==> config.mk <==
export PLATFORM = sky130hd
export DESIGN_NAME = change_dispenser
export DESIGN_NICKNAME = d
export VERILOG_FILES = /design/src/rtl/change_dispenser.sv
export SDC_FILE = /design/constraint.sdc
export NUM_CORES = 1
export LEC_CHECK = 0
export ABC_AREA = 1
export BUFFER_PORTS_ARGS = -buffer_cell sky130_fd_sc_hd__buf_2
export CAP_MARGIN = 15
export CORE_AREA = 2 2 56 69
export DETAILED_ROUTE_END_ITERATION = 8
export DIE_AREA = 0 0 58 71
export GPL_TIMING_DRIVEN = 0
export PLACE_DENSITY = 0.67
export SETUP_SLACK_MARGIN = 0.02
export SYNTH_ARGS = -nofsm -noshare
export SYNTH_HDL_FRONTEND = slang
export SYNTH_SLANG_ARGS = --single-unit
==> constraint.sdc <==
create_clock -name clk -period 3.2 [get_ports clk]
set_input_delay 0.64 -clock clk [delete_from_list [all_inputs] [get_ports clk]]
set_output_delay 0.64 -clock clk [all_outputs]
set_load 0.03 [all_outputs]
==> src/rtl/change_dispenser.sv <==
`default_nettype none
// ============================================================================
// Module      : change_dispenser
// Description : Queues coin/soda requests in saturating counters and sequences
//               one acknowledged actuator strobe at a time.
// Revision    : 1.0 - initial release
// ============================================================================
module change_dispenser #(
    parameter int CNT_W   = 3,
    parameter int GAP     = 2,
    parameter int TIMEOUT = 255
) (
    input  logic clk,
    input  logic rst,
    input  logic req1,
    input  logic req2,
    input  logic req2x2,
    input  logic req_soda,
    input  logic ack1,
    input  logic ack2,
    input  logic ack_vend,
    output logic eject1,
    output logic eject2,
    output logic vend,
    output logic busy,
    output logic ovf,
    output logic fault
);

    localparam int SUM_W  = CNT_W + 2;
    localparam int TMO_W  = (TIMEOUT > 1) ? $clog2(TIMEOUT) : 1;
    localparam int GCNT_W = (GAP > 1) ? $clog2(GAP) : 1;

    localparam logic [CNT_W-1:0]  CNT_MAX  = '1;
    localparam logic [TMO_W-1:0]  TMO_LAST = TMO_W'(TIMEOUT - 1);
    localparam logic [GCNT_W-1:0] GAP_LAST = GCNT_W'(GAP - 1);

    typedef enum logic [2:0] {
        S_IDLE  = 3'd0,
        S_VEND  = 3'd1,
        S_EJ1   = 3'd2,
        S_EJ2   = 3'd3,
        S_GAP_W = 3'd4,
        S_FAULT = 3'd5
    } state_t;

    state_t             state_q, state_d;
    logic [CNT_W-1:0]   p1_q, p1_d;
    logic [CNT_W-1:0]   p2_q, p2_d;
    logic [CNT_W-1:0]   ps_q, ps_d;
    logic [TMO_W-1:0]   tmo_q, tmo_d;
    logic [GCNT_W-1:0]  gap_q, gap_d;
    logic               ovf_q;
    logic               sat1, sat2, sats;
    logic               dec1, dec2, decs, ack_any;

    // Returns {saturated, next_value}; dec only fires on a nonzero counter.
    function automatic logic [CNT_W:0] bump(input logic [CNT_W-1:0] cur,
                                            input logic [1:0]       inc,
                                            input logic             dec);
        logic [SUM_W-1:0] sum;
        sum = SUM_W'(cur) + SUM_W'(inc) - SUM_W'(dec);
        if (sum > SUM_W'(CNT_MAX)) begin
            return {1'b1, CNT_MAX};
        end
        return {1'b0, sum[CNT_W-1:0]};
    endfunction

    assign dec1    = (state_q == S_EJ1)  && ack1;
    assign dec2    = (state_q == S_EJ2)  && ack2;
    assign decs    = (state_q == S_VEND) && ack_vend;
    assign ack_any = dec1 || dec2 || decs;

    always_comb begin
        {sat1, p1_d} = bump(p1_q, {1'b0, req1}, dec1);
        {sat2, p2_d} = bump(p2_q, {req2x2, 1'b0} + {1'b0, req2}, dec2);
        {sats, ps_d} = bump(ps_q, {1'b0, req_soda}, decs);
    end

    always_comb begin
        state_d = state_q;
        tmo_d   = tmo_q;
        gap_d   = gap_q;
        case (state_q)
            S_IDLE: begin
                tmo_d = '0;
                if (ps_q != '0) begin
                    state_d = S_VEND;
                end else if (p2_q != '0) begin
                    state_d = S_EJ2;
                end else if (p1_q != '0) begin
                    state_d = S_EJ1;
                end
            end
            S_VEND, S_EJ1, S_EJ2: begin
                // An ack on the last allowed cycle still counts as completion.
                if (ack_any) begin
                    state_d = S_GAP_W;
                    gap_d   = '0;
                end else if (tmo_q == TMO_LAST) begin
                    state_d = S_FAULT;
                end else begin
                    tmo_d = tmo_q + 1'b1;
                end
            end
            S_GAP_W: begin
                if (gap_q == GAP_LAST) begin
                    state_d = S_IDLE;
                end else begin
                    gap_d = gap_q + 1'b1;
                end
            end
            S_FAULT: state_d = S_FAULT;
            default: state_d = S_IDLE;
        endcase
    end

    always_ff @(posedge clk or posedge rst) begin
        if (rst) begin
            state_q <= S_IDLE;
            p1_q    <= '0;
            p2_q    <= '0;
            ps_q    <= '0;
            tmo_q   <= '0;
            gap_q   <= '0;
            ovf_q   <= 1'b0;
        end else begin
            state_q <= state_d;
            p1_q    <= p1_d;
            p2_q    <= p2_d;
            ps_q    <= ps_d;
            tmo_q   <= tmo_d;
            gap_q   <= gap_d;
            ovf_q   <= ovf_q | sat1 | sat2 | sats;
        end
    end

    // Strobes decode straight from the state so an async reset drops them at once.
    assign vend   = (state_q == S_VEND);
    assign eject1 = (state_q == S_EJ1);
    assign eject2 = (state_q == S_EJ2);
    assign fault  = (state_q == S_FAULT);
    assign ovf    = ovf_q;
    assign busy   = (p1_q != '0) || (p2_q != '0) || (ps_q != '0) || (state_q != S_IDLE);

endmodule
`default_nettype wire
# After elaboration in Yosys (flattened, before gate mapping)
# Index checks and enable logic that the tools add are counted.
# Widths: inputs -> output; s select.
# op_classes
n_shift,0
bitwise,3
order_cmp,3
mux,22
div_mod_pow,0
n_eq_ne,12
addsub,9
n_reduce_logical,19
n_mul,0
# op_table
cell,count
$mux 4,6
$mux 3,6
$mux 8,2
$pmux 8 s2,1
$gt 5x3->1 const B,3
$sub 4x1->5,3
$pmux 3 s4,1
$reduce_bool 3->1,4
$add 3x1->4,2
$add 8x1->8 const B,1
$eq 8x8->1 const B,1
$ne 2x2->1 const B,4
$eq 3x2->1 const B,2
$eq 3x3->1 const B,2
$reduce_and 3->1,2
$logic_or 1x1->1,5
$mux 1,5
$add 3x2->4,1
$ne 4x4->1 const B,1
$reduce_bool 2->1,2
$eq 3x1->1 const B,1
$logic_and 1x1->1,3
$logic_not 3->1,1
$ne 3x3->1 const B,1
6 further kinds,8
# word_totals
memories,0
regBits,22
latch_bits,0
ramBits,0
input_bits,9
romBits,0

# Longest topological paths before layout
# depth
ltp_word,9
mapped_depth,13
depth_no_buf,12

# Worst setup path before layout
# Ideal clock, no wire load.
# synth_path
path_kind,input port to flip-flop
start,input ack_vend
end,register ps_q[0]
t_arrival_ns,2.211
slack_ns,0.862
n_path_buf,0
required_time_ns,3.073
path_stages,10
path_cell_list,nand4_1 inv_2 ha_1 inv_1 ha_1 inv_1 fa_1 o21ai_0 nand3_1 or2_2
# synth_between
elab_chain_len,5
# synth_rtl
item,line_no,rtl
from (decl),21,"input logic ack_vend,"
$logic_and 1x1->1 *,71,assign decs = (state_q == S_VEND) && ack_vend;
$sub 4x1->5 *,62,sum = SUM_W'(cur) + SUM_W'(inc) - SUM_W'(dec);
$gt 5x3->1,63,if (sum > SUM_W'(CNT_MAX)) begin
$mux 1,63,
$mux 4 *,66,"return {1'b0, sum[CNT_W-1:0]};"
net ps_d[0],50,"logic [CNT_W-1:0] ps_q, ps_d;"
to (signal assigned),131,ps_q <= ps_d;
to (decl),50,
# Mark *: on every way through the listed nets, which the timed path passes. The rest lies on a longest branch.
# A chain may end at the register's enable or synchronous reset.

# Worst setup path in the final report
# layout_path
start,register state_q[2]
end,register ps_q[0]
# layout_between
elab_chain_len,6
# layout_rtl
item,line_no,rtl
from (decl),47,"state_t state_q, state_d;"
from (signal assigned),128,state_q <= state_d;
$eq 3x1->1 *,71,
$logic_and 1x1->1 *,71,
$sub 4x1->5 *,62,
$gt 5x3->1,63,
$mux 1,63,
$mux 4 *,66,
net ps_d[0],50,
# Marked as above.

==> summary.md <==
| Metric | Value |
|---|---|
| Status | `finished, final reports clean` |
| Post-route ant nets | `0` |
| CTS-repair resized insts | `0` |
| Critical-path cell list | `inv_2, nand4_1, inv_2, ha_1, inv_1, ha_1, inv_1, fa_1, o21ai_0, nand3_1, or2_2` |
| Worst Path Max Fanout | `8` |
| Die W | `58 um` |
| Max-slew violation count | `0` |
| Routability-driven placement congestion ratio | `0.797` |
| First-pass GRT wire length | `5.68 mm` |
| GRT Total Usage | `17.6%` |
| Via-per-instance ratio | `4.99` |
| Static leakage | `0.995 nW` |
| Maximum vdd drop | `between 400 and 500 uV` |
| 1st-pass router iterations | `4` |
| Initial DRC count | `23` |
| Power per cell area | `820 nW/um^2` |
| Final total power | `~1.5 mW` |
| # DRC | `0` |
| Seq/Total Area, Yosys | `32.7%` |
| Initial core utilization | `48.4%` |
| Nets | `258` |
| Hold Violations, Final | `0` |
| Area leader, netlist | `dfrtp_1` |
| HP Start | `gap_q` |
| Synth top area share | `between 30% and 40%` |
| Die height | `71 um` |
| Synth cell count leaders | `38 x nand2_1, 37 x inv_1, 22 x dfrtp_1` |
| Mapped cell area | `roughly 1700 sq um` |
| CORE AREA | `3480 sq um` |
| Setup TNS Final | `0 ps` |
| CP arrival | `2640 ps` |
| Worst Hold Class | `register to register` |
| Max-cap viol count | `0` |
| Vias in the first global route | `1,342` |
| Initial antenna violation count | `0` |
| Most frequent cell after synthesis | `nand2_1` |
| Area growth, synth to finish | `11.3%` |
| Port Buffers | `14` |
| Clock-pin slew on the worst setup and hold paths | `80 ps` |
| # setup viols final | `0` |
| RR Endpoint | `ps_q[0]` |
| CTS tree | `yes` |
| Prevailing post-synth register cell | `dfrtp_1` |
| R2r startpoint | `state_q[2]` |
| Ant. Diodes | `0` |
| Top cells by area in the synthesized netlist | `dfrtp_1 33%, ha_1 16%, nand2_1 8.5%` |
| Slew @ Worst Pin | `848 ps` |
| Grt ovf | `0` |
| Clk buf depth | `2` |
| Top Ports | `15` |
| WL final | `3.05 mm` |
| Critical Path End Type | `register` |
| Die ar. | `between 4000 and 5000 sq um` |
| Peak Freq | `just over 0.4 GHz` |
| Routed len/inst | `approximately 12 um` |
| YS warnings | `0` |
| Unrepaired setup endpoints after global routing | `no` |
| CP required | `3360 ps` |
| Worst hold stages | `2` |
| Fin crit share | `77.7%` |
| Crit path launch type | `register` |
| Tmin final | `2490 ps` |
| CTS Hold Bufs | `0` |
| Cts bufs inserted | `3` |
| Cells on worst reg2reg path | `11` |
| EDFF count, synth | `0` |
| Filler cells | `339` |
| Register bit total from synthesis | `22` |
| DP HPWL | `around 2.4 mm` |
| Post-Synthesis Cells | `206` |
| Share of layout cells above drive strength 1 | `between 20% and 30%` |
| Clock Skews | `about 5.2 ps` |
| Syn avg cell area | `8.18 sq um` |
| Crit-path max cell delay | `440 ps` |
| Number of setup buffers added after CTS | `0` |
| FP Rows | `24` |
| Clock root buffer | `clkbuf_8` |
| Async SR Flop Fraction | `between 90% and 100%` |
| Critical path's slowest cell | `dfrtp_1` |
| Slew Limit Headroom | `about 43%` |
| Clock tree sinks | `22` |
| R2R setup slack | `710 ps` |
| Unique masters post-synth | `26` |
| Via count | `1,313` |
| Mapped Nets | `239` |
| Largest net degree at the start of global routing | `23` |
| Worst skew pair latency | `270 ps` |
| WHS Endpoint | `gap_q` |
| Htree depth | `1` |
| WS Path Type | `register to register` |
## final cells by class
cell class                 count  area [sq um]  share of cell area [%]
inverter                      40           150                    8.01
clock buffer                   3          41.3                    2.20
multi-input combinational    142           968                    51.6
sequential                    22           551                    29.4
clock inverter                 1          30.0                    1.60
buffer                         2          16.3                   0.867
timing repair buffer          14          70.1                    3.74
tap                           39          48.8                    2.60
## kinds of logic (layout without fill, tap and decap cells)
kind of cell	count (synthesis)	in the layout	share of synthesized area, %
adder cells (fa/ha/maj)	24	24	19.2
AO/OA/AOI/OAI	15	15	6.01
buffers and inverters	42	60	9.87
AND/OR/NAND/NOR	95	95	28.1
XOR/XNOR	8	8	4.16
flip-flops	22	22	32.7
## worst max-delay path, delay by kind of cell, from the launching register on
kind                     cells  cell delay (ps)
AO/OA/AOI/OAI                1              200
adder cells (fa/ha/maj)      3              810
buffers and inverters        4              400
AND/OR/NAND/NOR              3              530
flip-flops                   1              440
## flip-flops by register name, summed over array words and instances (netlist names)
register  flops
tmo_q         8
p2_q          3
ps_q          3
p1_q          3
state_q       3
gap_q         1
ovf           1
## through the flow
stage          cell area [sq um]  utilization, %  cells  setup slack [ps]  hold WS (ps)
3_5_place_dp                1800            51.8    259               570           462
4_1_cts                     1880            53.8    263               691           483
3_3_place_gp                1800            51.8    259               599           459
5_1_grt                     1880            53.8    263               510           509
6_report                    1880            53.8    263               713           480
2_1_floorplan               1690               -    206               862           443
## cells in the final DEF (no fill, tap or decap), types with 2 or more instances in the layout
cell type,netlist,final
nand2_1,38,38
buf_2,1,15
inv_1,37,37
o21ai_2,7,7
nor3_1,2,2
xnor2_1,5,5
inv_2,3,3
a21oi_1,4,4
ha_1,21,21
nand3_1,21,21
dfrtp_1,22,22
xor2_1,3,3
nand4_1,4,4
fa_1,3,3
o21ai_0,3,3
or2_2,4,4
nand2_2,8,8
nor2_1,11,11
clkbuf_8,0,3
nor2_4,2,2
## layer usage
metal	share of wire [%]	track usage (%)
met4	1.6	6.20
met2	53	31.8
met5	0	0
met1	43	21.0
met3	2.5	2.38
## how the worst max path moves through the flow
stage               start      end  slack, ps  depth (start not counted)
6_report       state_q[2]  ps_q[0]        710                         11
2_1_floorplan    ack_vend  ps_q[0]        860                         10
3_5_place_dp     ack_vend  ps_q[0]        570                         11
4_1_cts        state_q[2]  ps_q[0]        690                         11
3_3_place_gp     ack_vend  ps_q[0]        600                         11
5_1_grt        state_q[2]  ps_q[0]        510                         11
## power by group
part	internal, mW	total (mW)	switching [mW]
clock network	0.167	0.264	0.0967
logic	0.320	0.836	0.516
registers	0.365	0.439	0.0737
total	0.852	1.54	0.686
Power figures use the tool's default switching activity.
